--- src/rtl/data_mem_responder.sv ---
`default_nettype none
// ============================================================================
//  Module      : data_mem_responder
//  Description : Storage-backed data-memory responder for the multicycle core.
//                Accepts a read or write strobe, latches the request, waits
//                WAIT_CYCLES wait states, commits the access and pulses
//                ready (and err on a bad request) for one cycle. Completed
//                non-error accesses are counted for debug.
//  Ports       : clk, rst (async, active-high)
//                mem_read, mem_write  - request strobes
//                addr, wdata          - word address / store data
//                rdata                - registered read data (to MDR)
//                ready, err           - one-cycle completion / error pulse
//                busy                 - high whenever not IDLE
//                access_count         - completed non-error accesses (wraps)
//  Revision    : 1.0 - initial release
// ============================================================================
module data_mem_responder #(
    parameter int ADDR_BITS   = 4,
    parameter int WAIT_CYCLES = 2
) (
    input  logic        clk,
    input  logic        rst,
    input  logic        mem_read,
    input  logic        mem_write,
    input  logic [15:0] addr,
    input  logic [15:0] wdata,
    output logic [15:0] rdata,
    output logic        ready,
    output logic        busy,
    output logic        err,
    output logic [15:0] access_count
);

    localparam int         c_DEPTH     = 1 << ADDR_BITS;
    localparam logic [3:0] c_WAIT_INIT = (WAIT_CYCLES == 0) ? 4'd0 : 4'(WAIT_CYCLES - 1);

    typedef enum logic [1:0] {
        ST_IDLE = 2'b00,
        ST_WAIT = 2'b01,
        ST_RESP = 2'b10
    } state_t;

    state_t                 r_state;
    state_t                 w_next_state;
    logic [3:0]             r_count;
    logic [15:0]            r_addr;
    logic [15:0]            r_wdata;
    logic                   r_is_write;
    logic                   r_is_both;
    logic [15:0]            r_mem [c_DEPTH];
    logic [15:0]            r_rdata;
    logic [15:0]            r_access_count;
    logic                   r_err;

    logic                   w_req;
    logic [15:0]            w_c_addr;
    logic [15:0]            w_c_wdata;
    logic                   w_c_write;
    logic                   w_c_both;
    logic                   w_out_of_range;
    logic                   w_bad;
    logic                   w_commit;
    logic [ADDR_BITS-1:0]   w_index;

    assign w_req = mem_read | mem_write;

    // With zero wait states the access commits on the accepting edge, before
    // the request registers are loaded, so the commit path looks at the live
    // inputs while in IDLE and at the latched request otherwise.
    assign w_c_addr  = (r_state == ST_IDLE) ? addr                   : r_addr;
    assign w_c_wdata = (r_state == ST_IDLE) ? wdata                  : r_wdata;
    assign w_c_write = (r_state == ST_IDLE) ? mem_write              : r_is_write;
    assign w_c_both  = (r_state == ST_IDLE) ? (mem_read & mem_write) : r_is_both;

    assign w_out_of_range = (w_c_addr >> ADDR_BITS) != 16'd0;
    assign w_bad          = w_out_of_range | w_c_both;
    assign w_index        = w_c_addr[ADDR_BITS-1:0];
    assign w_commit       = (w_next_state == ST_RESP) && (r_state != ST_RESP);

    // Next-state logic
    always_comb begin
        w_next_state = r_state;
        case (r_state)
            ST_IDLE: begin
                if (w_req) begin
                    w_next_state = (WAIT_CYCLES == 0) ? ST_RESP : ST_WAIT;
                end
            end
            ST_WAIT: begin
                if (r_count == 4'd0) begin
                    w_next_state = ST_RESP;
                end
            end
            ST_RESP: w_next_state = ST_IDLE;
            default: w_next_state = ST_IDLE;
        endcase
    end

    // State, wait counter and request latch
    always_ff @(posedge clk or posedge rst) begin
        if (rst) begin
            r_state    <= ST_IDLE;
            r_count    <= 4'd0;
            r_addr     <= 16'h0000;
            r_wdata    <= 16'h0000;
            r_is_write <= 1'b0;
            r_is_both  <= 1'b0;
        end else begin
            r_state <= w_next_state;
            case (r_state)
                ST_IDLE: begin
                    if (w_req) begin
                        r_addr     <= addr;
                        r_wdata    <= wdata;
                        r_is_write <= mem_write;
                        r_is_both  <= mem_read & mem_write;
                        r_count    <= c_WAIT_INIT;
                    end
                end
                ST_WAIT: begin
                    if (r_count != 4'd0) begin
                        r_count <= r_count - 4'd1;
                    end
                end
                default: ;
            endcase
        end
    end

    // Commit of the access on entry to RESP
    always_ff @(posedge clk or posedge rst) begin
        if (rst) begin
            for (int i = 0; i < c_DEPTH; i++) begin
                r_mem[i] <= 16'h0000;
            end
            r_rdata        <= 16'h0000;
            r_err          <= 1'b0;
            r_access_count <= 16'h0000;
        end else begin
            r_err <= w_commit & w_bad;
            if (w_commit) begin
                if (w_bad) begin
                    r_rdata <= 16'h0000;
                end else begin
                    if (w_c_write) begin
                        r_mem[w_index] <= w_c_wdata;
                    end else begin
                        r_rdata <= r_mem[w_index];
                    end
                    r_access_count <= r_access_count + 16'd1;
                end
            end
        end
    end

    assign ready        = (r_state == ST_RESP);
    assign busy         = (r_state != ST_IDLE);
    assign err          = r_err;
    assign rdata        = r_rdata;
    assign access_count = r_access_count;

endmodule
`default_nettype wire
--- config.mk ---
export PLATFORM = sky130hd
export DESIGN_NAME = data_mem_responder
export DESIGN_NICKNAME = d
export VERILOG_FILES = /design/src/rtl/data_mem_responder.sv
export SDC_FILE = /design/constraint.sdc
export NUM_CORES = 1
export LEC_CHECK = 0
export ABC_AREA = 1
export ABC_CLOCK_PERIOD_IN_PS = 9100
export BUFFER_PORTS_ARGS = -buffer_cell sky130_fd_sc_hd__buf_2
export CORE_MARGIN = 3
export CORE_UTILIZATION = 55
export CTS_CLUSTER_SIZE = 12
export DETAILED_ROUTE_END_ITERATION = 7
export PLACE_DENSITY = 0.75
export SETUP_SLACK_MARGIN = 0.02
export SLEW_MARGIN = 15
export SYNTH_ARGS = -nofsm -noshare
export SYNTH_HDL_FRONTEND = slang
export SYNTH_SLANG_ARGS = --single-unit
--- constraint.sdc ---
create_clock -name clk -period 9.1 [get_ports clk]
set_clock_uncertainty 0.2 [all_clocks]
set_input_delay 0.455 -clock clk [delete_from_list [all_inputs] [get_ports clk]]
set_output_delay 0.455 -clock clk [all_outputs]
set_load 0.005 [all_outputs]
## Word-level counts from Yosys, hierarchy flattened

Index checks and enable logic that the tools add are counted.

| word-level totals | value |
|---|---|
| ROM bits | 0 |
| memories kept | 0 |
| register bits after elaboration | 329 |
| bits in latches | 0 |
| logic and storage cells | 73 |
| RAM bits | 0 |
| input port bits | 36 |

| operators by class | value |
|---|---|
| bitwise operators | 6 |
| shift operators | 0 |
| magnitude comparators | 2 |
| multiply operators | 0 |
| div/mod/pow operators | 0 |
| add/sub/neg operators | 2 |
| muxes and demuxes | 18 |
| reductions and logical operators | 13 |
| equality and inequality tests | 7 |

Operator list:

| operator | number |
|---|---|
| bitwise mux 256 bit | 1 |
| 2-to-1 mux 16 bit | 7 |
| binary-select mux 16 bit (select 4 bit) | 1 |
| demux 16 bit (select 4 bit) | 1 |
| adder 16 x 1 -> 16 bit, second input constant | 1 |
| nonzero test 16 bit | 1 |
| 2-to-1 mux 4 bit | 2 |
| case mux 4 bit (2 select lines) | 1 |
| inequality test 2 bit, second input constant | 3 |
| AND reduction 2 bit | 3 |
| AND reduction 3 bit | 2 |
| >= comparator 5 bit, second input constant | 1 |
| less-than comparator 5 x 1 -> 1 bit, second input constant | 1 |
| NOT 4 -> 5 bit | 1 |
| == test 2 bit, second input constant | 2 |
| zero test 4 bit | 1 |
| 2-to-1 mux 2 bit | 2 |
| case mux 2 bit (2 select lines) | 1 |
| nonzero test 2 bit | 2 |
| nonzero test 4 bit | 1 |
| subtractor 4 x 1 -> 4 bit, second input constant | 1 |
| bitwise AND 1 bit | 2 |
| == test 2 x 1 -> 1 bit, second input constant | 1 |
| logical AND 1 bit | 2 |
| 5 further kinds | 7 |

## Longest topological paths before layout

Gate-level depths: netlist of the first run.

| depth | value |
|---|---|
| word-level depth | 8 |
| depth in mapped cells | 13 |

## Worst setup path after synthesis of the first run

OpenSTA, ideal clock, no wires.

| timing path | value |
|---|---|
| path type | flip-flop to flip-flop |
| start point | reg r_state[0] |
| end point | reg r_mem[255] (netlist name) |
| setup slack | 7.029 ns |
| library setup time | 0.143 ns |
| cell stages (with the launch flop) | 13 |
| period minus slack after synthesis | 2.071 ns |
| required time | 8.757 ns |
| arrival | 1.728 ns |
| cells stage by stage | dfrtp_1 nor2_4 buf_6 nand2_1 o21ai_2 inv_2 nor2_4 inv_2 nor2_1 nand3_1 buf_2 nand2_1 o21ai_1 |

| on the way | value |
|---|---|
| cells in the longest elaborated chain, start to end | 8 |
| elaborated cells on any way between the ends | 23 |
| classes of those cells | order compare (2); eq/ne (3); mux (10); bitwise (3); reduce/logical (5) |

Ends and longest elaborated chain:

| item | line | source |
|---|---|---|
| from (decl) | 44 | `state_t r_state;` |
| from (signal assigned) | 110 | `r_state <= w_next_state;` |
| zero test 2 bit | -- |  |
| 2-to-1 mux 16 bit | 71 | `assign w_c_addr = (r_state == ST_IDLE) ? addr : r_addr;` |
| NOT 4 -> 5 bit (implied by the code) | 147 | `r_mem[w_index] <= w_c_wdata;` |
| >= comparator 5 bit (implied by the code) or less-than comparator 5 x 1 -> 1 bit (tied branches) | 147 |  |
| logical AND 1 bit (implied by the code) | 147 |  |
| 2-to-1 mux 16 bit (implied by the code) | 147 |  |
| demux 16 bit (select 4 bit) | 147 |  |
| bitwise mux 256 bit | 147 |  |
| to (signal, indexed assignment) | 147 |  |
| to (decl) | 51 | `logic [15:0] r_mem [c_DEPTH];` |

Several ways; a longest one is shown, not always the timed one.
A chain may end at the register's enable or synchronous reset.

## Worst setup path after layout of the first run

| timing path | value |
|---|---|
| start point | reg r_state[0] |
| end point | reg r_mem[128] (netlist name) |

Same word-level chain as after synthesis.

==> key figures, run 1 <==
STA
  – Slew HR: about a quarter
  – PnR worst setup slack: between 4 and 5 ns
  – Setup_tns: 0 ns
  – Final setup vio count: 0
  – Slew @ Worst Pin: ~1.1 ns
  – Final Cycle Share: a little over half
  – Final hold vios: 0
  – Fmax: between 200 and 250 MHz
  – Final min period: 4.78 ns
  – RSZ-0062 raised after global routing: false
  – Fin. max-slew vios: 0

Worst hold path
  – Hold Crit Depth: 3
  – Worst hold path class: primary input to register
  – HP Start: addr[4]
  – Hold Path Sink: r_addr[4]$_DFFE_PP0P_

Setup path
  – R2r startpoint: r_state[0]$_DFF_PP0_
  – Crit path max-delay family: simple AND/OR/NAND/NOR gates
  – CP endpoint kind: register
  – Max FO, Critical Path: 79
  – R2R depth: 11
  – Reg2reg end: r_mem[128]$_DFFE_PP0P_
  – CP Data Arrival Time: between 4 and 5 ns
  – R2R Setup Slk: 4.32 ns
  – Critical path launch point type: register
  – Crit-path max cell delay: between 0.8 and 0.9 ns
  – WP data required: 9.25 ns
  – Cell mode on critical path: buf_4
  – Crit-path slowest cell: nor2_4
  – CP Cell Sequence: nor2_4 -> nand2_2 -> buf_4 -> nand2_2 -> buf_4 -> nand2_1 -> nor2_1 -> nand3_1 -> buf_4 -> nand2_1 -> o21ai_1
  – WP buf/inv: 3
  – Critical path class: register to register

Floorplan
  – Die W: 179 um
  – Die height: 179 um
  – Area of the core: between 20000 and 30000 um^2
  – Initial core utilization: 56.6%
  – Site row count: between 60 and 70
  – Die area: between 30000 and 40000 um^2
  – I/O pin total: between 70 and 80

Logic synthesis
  – Most numerous cell in the Yosys netlist: nand2_1
  – Main area contributors after synthesis: dfrtp_1 50%, nand2_1 21%, o21ai_1 7.2%
  – Area share of the largest cell type after synthesis: 50.0%
  – Yosys warning count: 0
  – Seq/Total Area, Yosys: ~50%
  – Post-synthesis cell type count: 28
  – Post-synthesis cell area: ~16000 um^2
  – Main synth FF type: dfrtp_1
  – Synth top cells by count: 906 x nand2_1, 329 x dfrtp_1, 272 x inv_1
  – Asr flop ratio synth: 100%
  – #FFs+latches synth: 329
  – Largest area contributor in the netlist: dfrtp_1
  – Syn nets: about 2.3k
  – Mapped Cells: between 2k and 2.5k
  – EDFF count, synth: 0
  – Avg Cell Area, Syn: between 7 and 8 um^2

Placed design
  – Placer Congestion: 0.843
  – Post-DP HPWL: 25700 um
  – Port bufs: 70
  – Cells after DPL: around 2.6k
  – Worst setup slack after placement: between 4 and 5 ns
  – Placed cell areas: roughly 17000 um^2

Clock tree
  – CTS Buffer Depth: 3
  – TritonCTS clock tree: done
  – Post-cts resize count: 0
  – TritonCTS Buffers: 36
  – Clock insertion delay at the later pin of the skew report: about 0.52 ns
  – Clk pin slew, worst setup/hold paths: approximately 0.06 ns
  – Post-CTS Setup Bufs: 0
  – Clock root buffer: clkbuf_16
  – Sink Count: approximately 330
  – CTS H-tree lvls: 2
  – Hold_buf cts: 9

Routing
  – WL/cell: 16.4 um
  – Total wire length: ~44000 um
  – TritonRoute pass-1 iters: 6
  – DR vias/cell: between 5 and 6
  – Starting DRT DRC Count: 1505
  – Drc violations: 0
  – DRT antenna net count: 0
  – Total number of vias: approximately 14k

Global routing
  – GRT Resource Usage Total: between 20% and 30%
  – Grt ovf: 0
  – Largest net degree at the start of global routing: between 150 and 200
  – First-pass GRT wire length: approximately 70000 um
  – Initial antenna violation count: 0
  – Vias in the first global route: 13.7k

Outcome
  – Status: complete, no violations

Cells and area
  – Layout Nets: roughly 2.3k
  – Layout Cells excl Fill: 2670
  – Fraction of layout cells with a size suffix above 1: 8.40%
  – Ant diodes: 0
  – Fin area: around 18000 um^2
  – Syn-to-layout area delta: 10.8%

Pwr
  – Leakage Power: ~9.1 nW
  – Power Dens Cells: 321 nW/um^2
  – Pwr Total: about 5.9 mW
  – Max VDD drop: roughly 270 uV

Job
  – Max cap viols: 0
[per-stage QoR]
stage               hold WS [ns]  utilization [%]
global route              0.0420             62.7
floorplan                  0.242                -
CTS                      0.00449             62.7
global placement           0.254             58.4
detailed placement         0.260             58.4
finish                    0.0201             62.7
[cell families (layout without fill, tap and decap cells)]
| family | Yosys count | count (layout) | share of synthesized area [%] |
|---|---|---|---|
| AND/OR/NAND/NOR | 1157 | 1157 | 28.7 |
| AO/OA/AOI/OAI | 337 | 337 | 10.3 |
| flip-flops | 329 | 329 | 50.0 |
| buffers and inverters | 419 | 447 | 10.1 |
| XOR/XNOR | 13 | 13 | 0.691 |
| adder cells (fa/ha/maj) | 3 | 3 | 0.228 |
[worst min-delay path, stage by stage]
cell and delay, ns:
buf_2 0.09, inv_1 0.05, o21ai_0 0.08
[how the worst max path moves through the flow]
stage	to	slack (ns)	startpoint	cells past startpoint
detailed placement	r_mem[224]$_DFFE_PP0P_	4.22	r_state[0]$_DFF_PP0_	9
CTS	r_mem[230]$_DFFE_PP0P_	4.20	r_state[0]$_DFF_PP0_	9
global placement	r_mem[229]$_DFFE_PP0P_	4.24	r_state[0]$_DFF_PP0_	10
floorplan	access_count[0]$_DFFE_PP0P_	4.05	rst	1
finish	r_mem[128]$_DFFE_PP0P_	4.32	r_state[0]$_DFF_PP0_	11
global route	r_mem[128]$_DFFE_PP0P_	4.01	r_state[0]$_DFF_PP0_	11
[metal layers]
| layer | track usage, % | wire length (um) |
|---|---|---|
| met1 | 38.5 | 18900 |
| met2 | 45.6 | 20000 |
| met3 | 5.76 | 3610 |
| met4 | 8.64 | 1220 |
| met5 | 0 | 0 |
[final cells by class]
class / count / area (um^2)
inverter: 280 / 1050
tap: 384 / 480
clock inverter: 5 / 77.6
multi-input combinational: 1510 / 6660
clock buffer: 53 / 1070
sequential: 329 / 8230
fill: 2566 / 10800
timing repair buffer: 109 / 678
[power by group]
part           internal, mW  switching (mW)  total [mW]
Sequential             1.56          0.0610        1.63
Clock                 0.862           0.574        1.44
Combinational         0.731            2.06        2.79
Total                  3.16            2.70        5.86
[flip-flops by register name, indices dropped and copies added, names as in the netlist]
signal,cells
access_count,16
err,1
r_addr,16
r_count,4
r_is_both,1
r_is_write,1
r_mem,256
r_state,2
r_wdata,16
rdata,16
[cells in the final DEF, fill, tap and decap left out]
master | netlist | layout
o21ai_0 | 94 | 79
clkinv_1 | 1 | 1
xor2_1 | 8 | 8
nand3_1 | 145 | 139
ha_1 | 3 | 3
nand2_4 | 1 | 1
dlygate4sd3_1 | 0 | 9
clkbuf_1 | 66 | 8
clkinvlp_4 | 0 | 2
o21ai_2 | 3 | 13
o21ai_4 | 0 | 1
inv_1 | 272 | 271
nor3_1 | 3 | 3
a21oi_1 | 3 | 3
nand4_1 | 4 | 4
clkinv_2 | 0 | 2
dfrtp_1 | 329 | 329
clkbuf_16 | 0 | 37
nand2_1 | 906 | 903
nor2_1 | 55 | 54
nand3_2 | 0 | 6
nand2_2 | 3 | 6
xnor2_1 | 5 | 5
buf_2 | 61 | 70
o21ai_1 | 236 | 240
clkbuf_8 | 0 | 8
and3_1 | 1 | 1
buf_4 | 1 | 29
nand3b_1 | 33 | 33
inv_2 | 7 | 7
bufinv_16 | 0 | 2
a21boi_0 | 1 | 1
nor2_4 | 5 | 5
nor2_2 | 1 | 2
buf_12 | 0 | 1
(Power assumes the default switching activity.)
==> run 2, diff against run 1 <==
--- a/config.mk
+++ b/config.mk
@@ -6,7 +6,7 @@
 export NUM_CORES = 1
 export LEC_CHECK = 0
 export ABC_AREA = 1
-export ABC_CLOCK_PERIOD_IN_PS = 9100
+export ABC_CLOCK_PERIOD_IN_PS = 4200
 export BUFFER_PORTS_ARGS = -buffer_cell sky130_fd_sc_hd__buf_2
 export CORE_MARGIN = 3
 export CORE_UTILIZATION = 55
==> constraint.sdc (replaced) <==
create_clock -name clk -period 4.2 [get_ports clk]
set_clock_uncertainty 0.2 [all_clocks]
set_input_delay 0.21 -clock clk [delete_from_list [all_inputs] [get_ports clk]]
set_output_delay 0.21 -clock clk [all_outputs]
set_load 0.005 [all_outputs]
==> run 2 against run 1 <==
Compared with the run above: die area stayed put; combinational power up 120%; core utilization up 1.5 points; first-iteration DRC count grew 10%; maximum frequency rose by 57%; critical path depth unchanged; setup slack worse by 3.2 ns; wire length increased by 6.2%; count of clock-buffer cells in the layout grew 1; non-clock buffer count grew 44; via count rose by 2.5%; clock power grew 120%; highest routed layer is now met5.
==> key figures, run 2 (synthesis gave the netlist of run 1 again) <==
STA
  – Final setup vio count: 0
  – Fmax: roughly 330 MHz
  – Final hold vios: 0
  – Final min period: slightly above 3 ns
  – WHS: 0.271 ns
  – RSZ-0062 raised after global routing: false
  – Slew HR: between 10 and 15%
  – Setup_tns: 0 ns
  – Final Cycle Share: 72.4%
  – Fin. max-slew vios: 0
  – Slew @ Worst Pin: between 1 and 1.5 ns

Cells and area
  – Fin area: around 19000 um^2
  – Commonest non-fill, non-tap cell in the layout: nand2_1
  – Fraction of layout cells with a size suffix above 1: under 10%
  – Ant diodes: 0
  – Most frequent cells in the layout: 903 x nand2_1, 329 x dfrtp_1, 271 x inv_1
  – Biggest register: r_mem
  – Fill count: 2494
  – Multi-input gate area in the final layout: approximately 6600 um^2
  – FF+latch area: ~8200 um^2
  – Layout Nets: 2350
  – Syn-to-layout area delta: 13.4%
  – Max reg flops: about 260

Clock tree
  – Post-CTS Setup Bufs: 0
  – Clock insertion delay at the later pin of the skew report: ~0.53 ns
  – TritonCTS Buffers: 37
  – CTS Buffer Depth: 3
  – Clk pin slew, worst setup/hold paths: 0.06 ns
  – CTS H-tree lvls: 2
  – Sink Count: between 300 and 400
  – Clock root buffer: clkbuf_16
  – TritonCTS clock tree: done

Placed design
  – Placer Congestion: 0.920
  – Post-DP HPWL: about 26000 um
  – Placed cell areas: around 17000 um^2
  – Port bufs: 70

Floorplan
  – Die W: ~180 um
  – I/O pin total: 71
  – Site row count: 62
  – Initial core utilization: a little under three fifths
  – Die area: 32100 um^2
  – Die height: 179 um
  – Area of the core: between 20000 and 30000 um^2

Setup path
  – Cell mode on critical path: nand2_1
  – CP Data Arrival Time: 3.20 ns
  – Critical path class: register to register
  – WP data required: around 4.4 ns
  – CP endpoint kind: register
  – Crit-path max cell delay: 0.55 ns
  – CP Cell Sequence: nor2_4 -> buf_4 -> nand3_1 -> nand2_1 -> nor2_1 -> nand2_1 -> nor2_4 -> nand3_1 -> buf_12 -> nand2_1 -> o21ai_1
  – Crit-path slowest cell: nand3_1
  – Max FO, Critical Path: 34
  – Critical path launch point type: register

Global routing
  – First-pass GRT wire length: between 70000 and 80000 um
  – Vias in the first global route: ~14k
  – Largest net degree at the start of global routing: around 140
  – GRT Resource Usage Total: 29.9%
  – Initial antenna violation count: 2
  – Grt ovf: 0

Pwr
  – Leakage Power: 9.30 nW
  – Max VDD drop: 711 uV
  – Power Dens Cells: approximately 680 nW/um^2

Routing
  – Total wire length: about 46000 um
  – WL/cell: ~17 um
  – Starting DRT DRC Count: approximately 1.7k
  – Total number of vias: between 10k and 15k
  – DR vias/cell: about 5.4
  – Drc violations: 0
  – TritonRoute pass-1 iters: 6
  – DRT antenna net count: 0

Job
  – Max cap viols: 0

Worst hold path
  – Worst hold path class: primary input to register

Outcome
  – Status: complete, no violations
[run 2: layout make-up]
class,instances,share of cell area [%]
clock buffer,54,5.90
clock inverter,9,0.395
inverter,280,5.65
multi-input combinational,1510,35.4
sequential,329,44.1
tap,384,2.57
timing repair buffer,153,6.04
[run 2: final timing paths]
kind                            depth (start not counted)  slack (ns)                      to                    from
worst max register to register                         11        1.16  r_mem[190]$_DFFE_PP0P_    r_state[1]$_DFF_PP0_
min in group asynchronous                               4        0.57   r_mem[91]$_DFFE_PP0P_                     rst
worst max-delay path                                   11        1.16  r_mem[190]$_DFFE_PP0P_    r_state[1]$_DFF_PP0_
max in group asynchronous                               5        2.20    r_mem[4]$_DFFE_PP0P_                     rst
worst min register to register                          2        0.27  r_addr[15]$_DFFE_PP0P_  r_addr[15]$_DFFE_PP0P_
worst min-delay path                                    4        0.27  r_addr[14]$_DFFE_PP0P_                addr[14]
[run 2: metrics by stage]
step	worst slack [ns]	cells	power [mW]	util [%]
detailed placement	1.23	2619	9.41	58.9
floorplan	-0.603	2258	7.67	-
CTS	1.23	2719	12.6	64.2
finish	1.16	2719	12.7	64.2
global placement	1.33	2619	9.34	58.9
global route	0.882	2719	13.6	64.2
[run 2: what timing repair did]
action,in CTS,in global routing
resized for setup,0,0
endpoints found under the setup margin,0,0
hold buffers,37,0
endpoints found under the hold margin,363,0
[run 2: power breakdown]
part           total (mW)  switching, mW  internal [mW]
clock                3.18           1.30           1.88
sequential           3.52          0.131           3.39
combinational        6.03           4.37           1.66
[run 2: routing by layer]
layer	routed length, um	global-route usage [%]	part of all wire (%)
met1	19700	41.2	42
met2	20800	46.7	45
met3	4020	5.55	8.7
met4	1820	12.5	3.9
met5	22	0	0.047
[run 2: worst max-delay path: cells and delay by family (launching register included)]
family                 cells  cell delay [ns]
AND/OR/NAND/NOR            8             1.55
buffers and inverters      2             0.64
flip-flops                 1             0.40
AO/OA/AOI/OAI              1             0.05
